File: src/rtl/dm_arbiter.sv
// Two-master arbiter for the single-port data memory: fixed priority with aging of the losing master,
// bad-address rejection and registered read return. Define DM_ARB_TRACE_EN to print a write/error trace.

module dm_arb_master #(
  parameter int AW       = 10,
  parameter int MAX_WAIT = 4,
  parameter bit AGE_EN   = 1'b1
) (
  input  logic        clk,
  input  logic        reset,
  input  logic        req,
  input  logic        we,
  input  logic [31:0] addr,
  input  logic        win,
  input  logic [31:0] dm_rdata,
  output logic        bad,
  output logic        ack,
  output logic        err,
  output logic [3:0]  wait_cnt,
  output logic        rvalid,
  output logic [31:0] rdata
);
  localparam logic [3:0] MW = 4'(MAX_WAIT);

  logic rvalid_q;

  assign bad = (addr[1:0] != 2'b00) || (addr[31:AW+2] != '0);
  assign ack = win & ~bad;
  assign err = win & bad;

  always_ff @(posedge clk) begin
    if (reset) begin
      wait_cnt <= '0;
      rvalid_q <= 1'b0;
      rdata    <= '0;
    end else begin
      // only the non-priority side ages; a win (ack or err) or a dropped req restarts the count
      if (!AGE_EN || !req || win)
        wait_cnt <= '0;
      else if (wait_cnt != MW)
        wait_cnt <= wait_cnt + 4'd1;
      rvalid_q <= ack & ~we;
      if (ack & ~we)
        rdata <= dm_rdata;
    end
  end

  // a pending read return is dropped in the reset cycle itself
  assign rvalid = rvalid_q & ~reset;
endmodule

module dm_arbiter #(
  parameter bit PRIO     = 1'b0,
  parameter int MAX_WAIT = 4,
  parameter int AW       = 10
) (
  input  logic          clk,
  input  logic          reset,
  input  logic          m0_req,
  input  logic          m0_we,
  input  logic [31:0]   m0_addr,
  input  logic [31:0]   m0_wdata,
  output logic          m0_ack,
  output logic          m0_err,
  output logic          m0_rvalid,
  output logic [31:0]   m0_rdata,
  input  logic          m1_req,
  input  logic          m1_we,
  input  logic [31:0]   m1_addr,
  input  logic [31:0]   m1_wdata,
  output logic          m1_ack,
  output logic          m1_err,
  output logic          m1_rvalid,
  output logic [31:0]   m1_rdata,
  output logic [AW-1:0] dm_idx,
  output logic [31:0]   dm_wdata,
  output logic          dm_we,
  input  logic [31:0]   dm_rdata
);
  localparam int         P  = PRIO ? 1 : 0;
  localparam int         NP = 1 - P;
  localparam logic [3:0] MW = 4'(MAX_WAIT);

  logic [1:0]        req, we, win, bad, ack, err, rvalid;
  logic [1:0][31:0]  addr, wdata, rdata;
  logic [1:0][3:0]   wait_cnt;

  assign req   = {m1_req, m0_req};
  assign we    = {m1_we, m0_we};
  assign addr  = {m1_addr, m0_addr};
  assign wdata = {m1_wdata, m0_wdata};

  always_comb begin
    win = '0;
    if (!reset) begin
      if (req[0] && req[1]) begin
        if (wait_cnt[NP] == MW) win[NP] = 1'b1;
        else                    win[P]  = 1'b1;
      end else begin
        win = req;
      end
    end
  end

  for (genvar i = 0; i < 2; i++) begin : g_m
    dm_arb_master #(.AW(AW), .MAX_WAIT(MAX_WAIT), .AGE_EN(i != P)) u_m (
      .clk      (clk),
      .reset    (reset),
      .req      (req[i]),
      .we       (we[i]),
      .addr     (addr[i]),
      .win      (win[i]),
      .dm_rdata (dm_rdata),
      .bad      (bad[i]),
      .ack      (ack[i]),
      .err      (err[i]),
      .wait_cnt (wait_cnt[i]),
      .rvalid   (rvalid[i]),
      .rdata    (rdata[i])
    );
  end

  always_comb begin
    dm_idx   = '0;
    dm_wdata = '0;
    dm_we    = 1'b0;
    for (int i = 0; i < 2; i++) begin
      if (win[i]) begin
        dm_idx   = addr[i][AW+1:2];
        dm_wdata = wdata[i];
        dm_we    = we[i] & ~bad[i];
      end
    end
  end

  assign m0_ack    = ack[0];
  assign m0_err    = err[0];
  assign m0_rvalid = rvalid[0];
  assign m0_rdata  = rdata[0];
  assign m1_ack    = ack[1];
  assign m1_err    = err[1];
  assign m1_rvalid = rvalid[1];
  assign m1_rdata  = rdata[1];

`ifdef DM_ARB_TRACE_EN
  always @(posedge clk) begin
    for (int i = 0; i < 2; i++) begin
      if (win[i] && dm_we) $display("%d@M%0d: *%h <= %h", $time, i, addr[i], wdata[i]);
      if (err[i])          $display("%d@M%0d: bad addr %h", $time, i, addr[i]);
    end
  end
`else
  // trace printing compiled out; datapath unchanged
`endif
endmodule
File: config.mk
export PLATFORM = sky130hd
export DESIGN_NAME = dm_arbiter
export DESIGN_NICKNAME = d
export VERILOG_FILES = /design/src/rtl/dm_arbiter.sv
export SDC_FILE = /design/constraint.sdc
export NUM_CORES = 1
export LEC_CHECK = 0
export CORE_AREA = 2 2 110 112
export CTS_CLUSTER_DIAMETER = 120
export CTS_CLUSTER_SIZE = 16
export DETAILED_ROUTE_END_ITERATION = 8
export DIE_AREA = 0 0 112 114
export PLACE_DENSITY = 0.77
export SLEW_MARGIN = 20
export SYNTH_ARGS = -nofsm -noshare
export SYNTH_HDL_FRONTEND = slang
export SYNTH_SLANG_ARGS = --single-unit
File: constraint.sdc
create_clock -name clk -period 6.36 [get_ports clk]
set_input_delay 1.272 -clock clk [delete_from_list [all_inputs] [get_ports clk]]
set_output_delay 1.272 -clock clk [all_outputs]
set_load 0.02 [all_outputs]
# After elaboration in Yosys (flattened, before gate mapping)
# Cells that the tools add are included.
# totals
regBits,70
out_inout_bits,113
input_bits,166
word_cells,43
# op_classes
eq_ne,2
bitwise_logic,15
addsub,1
mux,10
n_reduce_logical,10
# op_table
operator,n
$mux 32,2
$reduce_bool 20->1,2
$mux 10,2
$and 1x1->1,10
$not 1->1,5
$add 4x1->4 const B,1
$eq 4x3->1 const B,1
$mux 1,4
$mux 2,2
$ne 4x3->1 const B,1
$reduce_bool 2->1,2
$logic_or 1x1->1,3
$reduce_or 2->1,1
$logic_and 1x1->1,1
$logic_not 1->1,1

# Logic depth before layout (Yosys ltp)
# Gate-level depths: netlist (run 1).
# logic_depth
word_depth,6
depth_mapped,8

# Modules after synthesis
# From an unflattened synthesis (run 1), not the netlist that was laid out.
# hier_totals
hier_cells,615
hier_area_um2,4580.6
# modules_own_cells
mod,n_inst,seq_area_each_um2,cells_each,area_per_inst_um2
dm_arb_master at g_m[1].u_m,1,740.7,190,1717.9
dm_arb_master at g_m[0].u_m,1,660.6,171,1432.6
dm_arbiter,1,0.0,254,1430.1

# Worst setup path after synthesis (run 1)
# No wires, ideal clock.
# synth_path
kind,input to output
from,in m1_addr[17]
to,out dm_we
t_arrival_ns,2.922
setup_slack_ns,2.166
n_path_buf,1
cell_stages,5
required_time_ns,5.088
cell_sequence,or4_1 -> a211o_1 -> buf_2 -> nor2_1 -> a22o_1
# synth_between
elab_chain_cells,5
# synth_rtl
element,line,text
start: declaration,69,"input logic [31:0] m1_addr,"
$reduce_bool 20->1,27,assign bad = (addr[1:0] != 2'b00) || (addr[31:AW+2] != '0);
$logic_or 1x1->1,27,
$not 1->1,131,dm_we = we[i] & ~bad[i];
$and 1x1->1,131,
$mux 1,128,if (win[i]) begin
end: declaration,77,"output logic dm_we,"
# Every way passes these cells.

# Worst setup path after layout (run 1)
# Ends and elaborated chain as after synthesis.

==> impl_metrics.tcl, run 1 <==
set metrics [dict create \
    cp_data_required_time_ns 5.09 \
    grt_usage_pct 25.1 \
    postRouteAntennaNets 0 \
    clock-sinks 70 \
    drc 0 \
    io_buffers 278 \
    wl_mm 17.0 \
    diodes 0 \
    layout_common_cells "276 x clkdlybuf4s50_1, 70 x dfxtp_1, 66 x nand4_1" \
    fin_worst_skew_ns 0.00536 \
    cpMaxStageDelayCell "a211o_2" \
    fillers 1041 \
    max_freq_mhz 187 \
    tns_ns 0 \
    finalCritPeriodShare_pct 84.0 \
    synth.area.mux_share_pct 0 \
    area_growth_pct 84.9 \
    r2r-start "g_m[1].u_m.wait_cnt[0]" \
    antenna_found_initial 0 \
    reg2reg_to "g_m[1].u_m.rdata[2]" \
    seq_area_mm2 0.00140 \
    multi_input_area_mm2 0.00206 \
    ioPinCount 279 \
    start_util_pct 31.7 \
    synth_compound_area_share_pct 36.9 \
    die_h_um 114 \
    async_flop_share_pct 0 \
    synthSimpleGateAreaFrac_pct 16.9 \
    path_cells "clkdlybuf4s50_1, or4_1, a211o_2, nor2_1, a22o_1, clkdlybuf4s50_1" \
    start_kind "input port" \
    clk_pin_slew_ns 0.06 \
    p_leak_uw 0.00221 \
    syn_inst 415 \
    hold_violations 0 \
    postSynthAreaPerCell_um2 8.94 \
    min_path_cells 2 \
    status "completed" \
    arrival_ns 4.07 \
    p_per_area_mw_per_mm2 173 \
    die_width_um 112 \
    hp-start "g_m[0].u_m.rdata[9]" \
    rsz0062_at_grt "no" \
    synth_edf_count 0 \
    grt_pass1_vias 4787 \
    grt_pass1_wl_mm 25.4 \
    worstHoldPathType "reg -> reg" \
    wire_per_inst_um 21.1 \
    rows 40 \
    critPathMaxFanout 34 \
    drv_slew 0 \
    dpl.hpwl_mm 12.3 \
    ys_seq_area_share_pct 37.8 \
    synthesis.area_mm2 0.00371 \
    maxSlewHeadroom_pct 25.4 \
    synth_adder_area_share_pct 0.674 \
    max_cap_viol_count 0 \
    hold_buffers 0 \
    peakVddDrop_v 0.000165 \
    core_area_mm2 0.0117 \
    clockRootBuffer "clkbuf_16" \
    ys.warnings.count 0 \
    ys_seq_elements 70 \
    num_vias 4690 \
    htree_levels 3 \
    placed_area_mm2 0.00651 \
    setup_viol 0 \
    slowest_delay_ns 0.69 \
    cts_setup_buffers 0 \
    rr_worst_depth 6 \
    ys_types 32 \
    tritoncts "built" \
    crit_top_cell "clkdlybuf4s50_1" \
    synthXorXnorAreaFrac_pct 0.472 \
    nNetsFinal 825 \
    viasPerCell 5.80 \
    detail_route.iter0.violations 398 \
    routabilityCongestion 0.822 \
    synthFlopType "dfxtp_1" \
    total_power_uw 1190 \
    period_needed_ns 5.34 \
    grt_max_degree 66 \
    die_area_mm2 0.0128 \
    min_to "g_m[0].u_m.rdata[9]" \
    synth_top_family_by_area "compound AO/OA/AOI/OAI gates" \
    syn_nets 583 \
    ctsResizeCount 0 \
    insertion_delay_ns 0.33 \
    worst_pin_slew_ns 1.12 \
    r2r_slack_ns 4.20 \
    numCtsBuffers 9 \
    worstSetupPathType "in -> out" \
    final_common_cell "clkdlybuf4s50_1" \
    cp-end-kind "output port" \
    grt-ovfl-total 0 \
    drive_gt1_share_pct 9.67 \
    clock_path_buffers 2 \
    first_pass_iters 5 \
    fin_area_mm2 0.00686 \
]
state kept, by name, summed over array words and instances, names as in the netlist:
name,count
g_m.u_m.rdata,64
g_m.u_m.wait_cnt,4
g_m.u_m.rvalid_q,2
worst max-delay path, delay by kind of cell:
kind,cells,cell delay [ns]
compound gates,2,0.87
simple gates,2,0.91
buf+inv,2,1.01
cell usage after synthesis, drive strengths merged, types with 3 or more instances:
| cell type | number | area share, % |
|---|---|---|
| a21oi | 64 | 8.6 |
| a22o | 43 | 10 |
| buf | 7 | 1.7 |
| clkbuf | 51 | 5.2 |
| dfxtp | 70 | 38 |
| inv | 5 | 0.51 |
| nand3 | 3 | 0.40 |
| nand4 | 66 | 11 |
| nor2 | 7 | 0.71 |
| nor2b | 4 | 0.67 |
| nor4 | 9 | 1.5 |
| o31ai | 64 | 17 |
through the flow:
step / instances / util (%) / setup slack, ns / hold WS, ns
after CTS: 808 / 58.3 / 1.02 / 0.473
after detailed placement: 792 / 55.6 / 1.03 / 0.461
after floorplan: 415 / - / 2.17 / 0.430
after global placement: 792 / 55.6 / 1.10 / 0.442
after global routing: 809 / 58.6 / 0.901 / 0.490
final: 809 / 58.6 / 1.02 / 0.471
per-layer routing:
metal	up-vias	GRT usage [%]	share of wire, %
met5	-	0	0
li1	2142	-	-
met2	255	44.4	51
met1	2255	28.1	36
met4	0	10.4	3.1
met3	38	8.02	9.7
power by group:
| part | total [µW] | switching [µW] | internal, µW | leakage (µW) |
|---|---|---|---|---|
| clock network | 526 | 190 | 336 | 0.000151 |
| logic | 222 | 89.7 | 133 | 0.00150 |
| registers | 439 | 0.331 | 439 | 0.000564 |
| total | 1190 | 280 | 908 | 0.00221 |
final cells by class:
type                    count  share of cell area, %
well taps                 147                   2.68
multi-input cells         282                   30.1
inverters                   5                  0.273
clock buffers              12                   3.88
clock inverters             4                  0.784
repair buffers            289                   41.9
flip-flops and latches     70                   20.4
logic make-up after synthesis:
logic type               Yosys count
flip-flops                        70
buffers and inverters             63
AO/OA/AOI/OAI                    176
AND/OR/NAND/NOR                  102
XOR/XNOR                           2
adder cells (fa/ha/maj)            2
worst max path at each step:
stage / cells past startpoint / endpoint / startpoint / slack [ns]
CTS: 6 / dm_we / m1_addr[17] / 1.02
floorplan: 5 / dm_we / m1_addr[17] / 2.17
global placement: 6 / dm_we / m1_addr[17] / 1.10
detailed placement: 6 / dm_we / m1_addr[17] / 1.03
global route: 6 / dm_we / m1_addr[17] / 0.90
finish: 6 / dm_we / m1_addr[17] / 1.02
(Power assumes the default switching activity.)
==> run 2, diff against run 1 <==
--- a/config.mk
+++ b/config.mk
@@ -5,12 +5,12 @@
 export SDC_FILE = /design/constraint.sdc
 export NUM_CORES = 1
 export LEC_CHECK = 0
-export CORE_AREA = 2 2 110 112
+export CORE_MARGIN = 2
+export CORE_UTILIZATION = 34
 export CTS_CLUSTER_DIAMETER = 120
 export CTS_CLUSTER_SIZE = 16
 export DETAILED_ROUTE_END_ITERATION = 8
-export DIE_AREA = 0 0 112 114
-export PLACE_DENSITY = 0.77
+export PLACE_DENSITY = 0.81
 export SLEW_MARGIN = 20
 export SYNTH_ARGS = -nofsm -noshare
 export SYNTH_HDL_FRONTEND = slang
==> constraint.sdc (replaced) <==
create_clock -name clk -period 5.6 [get_ports clk]
set_input_delay 1.12 -clock clk [delete_from_list [all_inputs] [get_ports clk]]
set_output_delay 1.12 -clock clk [all_outputs]
set_load 0.02 [all_outputs]
==> run 2 against run 1 <==
Compared with the run above: cell area shrank 2.1%; die area shrank 7.8%; power shrank 1.5%; highest routed layer unchanged.
==> impl_metrics.tcl, run 2 (synthesis gave the netlist of run 1 again) <==
set metrics [dict create \
    status "completed" \
    routabilityCongestion 1.00 \
    worstHoldPathType "reg -> reg" \
    start_util_pct 34.5 \
    p_switching_uw 313 \
    p_seq_share_pct 42.6 \
    cp-end-kind "output port" \
    min_path_cells 2 \
    numCtsBuffers 9 \
    pre_cts_slack_ns 1.01 \
    fin_worst_skew_ns 0.0120 \
    p_leak_uw 0.00214 \
    instances_no_fill 805 \
    largest_registers "g_m.u_m.rdata: 64 flops, g_m.u_m.wait_cnt: 4 flops, g_m.u_m.rvalid_q: 2 flops" \
    rr_worst_depth 7 \
    hold_buffers 0 \
    layout_common_cells "276 x clkdlybuf4s50_1, 70 x dfxtp_1, 66 x nand4_1" \
    grt_usage_pct 29.0 \
    tns_ns 0 \
    clock-sinks 70 \
    wire_per_inst_um 21.7 \
    insertion_delay_ns 0.35 \
    worstSetupPathType "in -> out" \
    total_power_uw 1170 \
    htree_levels 3 \
    cts_setup_buffers 0 \
    hold_violations 0 \
    core_area_mm2 0.0107 \
    drive_gt1_share_pct 9.52 \
    num_vias 4662 \
    final_common_cell "clkdlybuf4s50_1" \
    reg2reg_to "g_m[1].u_m.rdata[1]" \
    tritoncts "built" \
    rows 38 \
    detail_route.iter0.violations 524 \
    grt-ovfl-total 0 \
    peakVddDrop_v 0.000112 \
    fin_area_mm2 0.00672 \
    die_width_um 108 \
    critPathMaxFanout 43 \
    setup_slack_ns 0.990 \
    clockPowerShare_pct 35.7 \
    fillers 903 \
    largest_register_ffs 64 \
    wl_mm 17.5 \
    dpl.hpwl_mm 13.0 \
    die_h_um 108 \
    area_growth_pct 81.1 \
    arrival_ns 3.49 \
    dp.cells 786 \
    grt_max_degree 67 \
    io_buffers 278 \
    drv_slew 0 \
    finalCritPeriodShare_pct 82.3 \
    viasPerCell 5.79 \
    clock_path_buffers 2 \
    p_per_area_mw_per_mm2 174 \
    clockRootBuffer "clkbuf_8" \
    share_comb_of_total_power_pct 21.7 \
    placed_area_mm2 0.00651 \
    cp_data_required_time_ns 4.48 \
    p_int_uw 856 \
    largest-register "g_m.u_m.rdata" \
    antenna_found_initial 3 \
    ioPinCount 279 \
    ctsResizeCount 0 \
    grt_pass1_vias 4711 \
    p_sw_share_pct 26.8 \
    max_cap_viol_count 0 \
    period_needed_ns 4.61 \
    first_pass_iters 5 \
    setup_viol 0 \
    cp-startpoint "m0_req" \
    postRouteAntennaNets 0 \
    crit_path_end "m0_err" \
    worst_pin_slew_ns 1.10 \
    r2r-start "g_m[1].u_m.wait_cnt[0]" \
    rsz0062_at_grt "no" \
    start_kind "input port" \
    r2r_slack_ns 3.57 \
    nNetsFinal 825 \
    maxSlewHeadroom_pct 26.9 \
    grt_pass1_wl_mm 26.1 \
    clk_pin_slew_ns 0.07 \
    max_freq_mhz 217 \
    die_area_mm2 0.0118 \
    drc 0 \
]
run 2: cell types whose count changed in the layout (fill, tap and decap cells not counted), sizes merged:
cell / before / now
clkbuf: 12 / 10
clkinv: 1 / 0
clkinvlp: 2 / 3
diode: 0 / 3
inv: 5 / 7
run 2: area by class of cell:
class | instances | area (µm²) | area share [%]
antenna | 3 | 7.51 | 0.112
clock buffer | 10 | 128 | 1.90
clock inverter | 6 | 70.1 | 1.04
inverter | 5 | 18.8 | 0.279
multi-input combinational | 282 | 2060 | 30.7
sequential | 70 | 1400 | 20.9
tap | 140 | 175 | 2.61
timing repair buffer | 289 | 2860 | 42.5
run 2: critical path, stage by stage:
cell and delay, ns:
clkdlybuf4s50_1 0.64, nor2b_1 0.23, and2_1 0.16, buf_4 0.39, a21boi_0 0.26, clkdlybuf4s50_1 0.65
run 2: stage by stage:
step | util [%] | hold WS [ns]
final | 62.5 | 0.470
after global routing | 62.5 | 0.487
after CTS | 62.4 | 0.470
after detailed placement | 60.6 | 0.458
after global placement | 60.6 | 0.440
after floorplan | - | 0.430
run 2: worst min path at each step:
| stage | startpoint | endpoint | slack (ns) |
|---|---|---|---|
| after floorplan | g_m[1].u_m.wait_cnt[0] | g_m[1].u_m.wait_cnt[0] | 0.43 |
| after global placement | g_m[1].u_m.wait_cnt[0] | g_m[1].u_m.wait_cnt[0] | 0.44 |
| after detailed placement | g_m[0].u_m.rdata[9] | g_m[0].u_m.rdata[9] | 0.46 |
| after CTS | g_m[0].u_m.rdata[9] | g_m[0].u_m.rdata[9] | 0.47 |
| after global routing | g_m[1].u_m.rdata[2] | g_m[1].u_m.rdata[2] | 0.49 |
| final | g_m[0].u_m.rdata[27] | g_m[0].u_m.rdata[27] | 0.47 |
run 2: per-layer routing:
| layer | GRT usage, % | part of all wire, % |
|---|---|---|
| met3 | 6.93 | 8.8 |
| met5 | 0 | 0 |
| met1 | 33.9 | 38 |
| met4 | 11.2 | 2.7 |
| met2 | 50.9 | 50 |
run 2: power groups by stage:
| stage | registers, µW | logic (µW) | clock network (µW) |
|---|---|---|---|
| final | 498 | 254 | 417 |
| after global placement | 510 | 249 | 0 |
| after global routing | 498 | 266 | 443 |
| after CTS | 498 | 253 | 421 |
| after floorplan | 510 | 76.1 | 0 |
| after detailed placement | 510 | 251 | 0 |
==> variant (config.mk and constraints of run 2) <==
`AW` is set to 10 in 2 places; all go to 9.
--- a/src/rtl/dm_arbiter.sv
+++ b/src/rtl/dm_arbiter.sv
@@ -2,7 +2,7 @@
 // bad-address rejection and registered read return. Define DM_ARB_TRACE_EN to print a write/error trace.
 
 module dm_arb_master #(
-  parameter int AW       = 10,
+  parameter int AW       = 9,
   parameter int MAX_WAIT = 4,
   parameter bit AGE_EN   = 1'b1
 ) (
@@ -52,7 +52,7 @@
 module dm_arbiter #(
   parameter bit PRIO     = 1'b0,
   parameter int MAX_WAIT = 4,
-  parameter int AW       = 10
+  parameter int AW       = 9
 ) (
   input  logic          clk,
   input  logic          reset,
Ports: changed (resized dm_idx); port bits go from 279 to 278. The function was not compared with the original's and may differ.
==> variant against run 2 <==
Cell count shrank 0.37%; power grew 19%; cell area grew 2.2%; sequential cell count is the same; synthesized area grew 4.0%; setup slack gained 0.016 ns; routed wire length shrank 8.3%; critical path depth grew 1; synthesized cell count shrank 0.48%; global-route usage shrank 4.2 points; critical endpoint is now dm_we; largest cell class unchanged.
==> variant: results <==
group,metric,value,unit
timing,final.hold.worst_slack,0.461,ns
route,detailedRoute.firstIterationViolations,345,
yosys,synth.lib_cells_used.distinct,37,
finish,antenna_cells_inserted,0,
run_status,outcome,"finished, final reports clean",
global_routing,first_global_vias,4720,
cts,ctsHtreeMaxLevel,3,
yosys,netlist_top_cells_area,"dfxtp_1 36%, nand4_1 11%, a22o_1 9.5%, o31ai_1 8.6%, a21oi_1 8.3%",
worst_setup_path,worst_path_max_delay_cell,"clkdlybuf4s50_1",
finish,final_layout_size_suffix_gt1_frac,0.0921,
hold_path,hold_path_end,"g_m[1].u_m.wait_cnt[0]",
worst_setup_path,worst_r2r_path_depth,6,
worst_setup_path,cpPeakStageDelay,0.62,ns
placed_design,detailedPlacementHpwl,11.6,mm
worst_setup_path,worst_reg2reg_path_endpoint,"g_m[1].u_m.rdata[27]",
timing,clock_skew,0.00526,ns
yosys,synthTopCellsByCount,"70 x dfxtp_1, 65 x nand4_1, 64 x a21oi_1",
route,total_wire_length,16.1,mm
global_routing,largest_net_degree_at_the_start_of_global_routing,44,
route,routed_via_density,5.82,
placed_design,port_buffers,277,
worst_setup_path,setup.reg_to_reg.worst_slack,3.74,ns
route,drt_first_pass_iters,5,
timing,worstMarginPinSlew,0.915,ns
timing,setup_ws,1.01,ns
global_routing,grt.total_usage,0.248,
global_routing,antenna_found_initial,0,
finish,num-nets-final,825,
yosys,synth_sequential_area_ratio,0.363,
hold_path,hold_path_depth,1,
placed_design,globalplace.congestion,0.851,
power,cellLeakagePower,2.24,nW
worst_setup_path,worst-endpoint-arrival,3.47,ns
power,ir_drop,0.119,mV
cts,root_buffer,"clkbuf_16",
yosys,total_nets_after_synthesis,581,
hold_path,holdCritStartpoint,"g_m[1].u_m.wait_cnt[0]",
global_routing,grt_pass1_wl,24.9,mm
finish,layout_top_registers,"g_m.u_m.rdata (64), g_m.u_m.wait_cnt (4), g_m.u_m.rvalid_q (2)",
cts,clock_insertion_delay_worst_skew,0.32,ns
[variant: metal layers]
metal	routed length (um)	track usage
met5	0	0
met4	304	0.0683
met3	1210	0.0571
met2	8320	0.445
met1	6230	0.295
[variant: kinds of logic after synthesis]
| family | Yosys count | synth area share |
|---|---|---|
| AO/OA/AOI/OAI | 175 | 0.345 |
| XOR/XNOR | 2 | 0.00454 |
| adder cells (fa/ha/maj) | 2 | 0.00648 |
| buffers and inverters | 61 | 0.103 |
| flip-flops | 70 | 0.363 |
| AND/OR/NAND/NOR | 103 | 0.179 |
[variant: stage by stage]
step / cells / cell area, um2 / power, mW
floorplan: 413 / 3860 / 0.585
global placement: 786 / 6530 / 0.750
detailed placement: 786 / 6530 / 0.753
CTS: 802 / 6860 / 1.40
global route: 802 / 6860 / 1.44
finish: 802 / 6860 / 1.39
[variant: worst max path at each step]
stage / startpoint / end / cells past startpoint
5_1_grt: m0_req / dm_we / 7
6_report: m0_req / dm_we / 7
4_1_cts: m0_req / dm_we / 7
3_3_place_gp: m0_req / dm_we / 7
3_5_place_dp: m0_req / dm_we / 7
2_1_floorplan: m0_addr[25] / dm_we / 5
[variant: report_power, final]
part           leakage, nW  switching [mW]  internal, mW
Combinational         1.51          0.0953         0.150
Sequential           0.564        0.000332         0.498
Clock                0.167           0.216         0.435
[variant: layout make-up]
cell class | instances | area, um2
fill | 961 | 4070
timing repair buffer | 290 | 2870
multi-input combinational | 282 | 2070
sequential | 70 | 1400
clock buffer | 10 | 229
tap | 140 | 175
clock inverter | 6 | 109
inverter | 4 | 15.0
[variant: critical path: cells and delay by family]
family / cells / cell delay, ns
buffers and inverters: 3 / 1.58
AOI/OAI and AO/OA: 1 / 0.15
and+or+nand+nor: 3 / 0.60
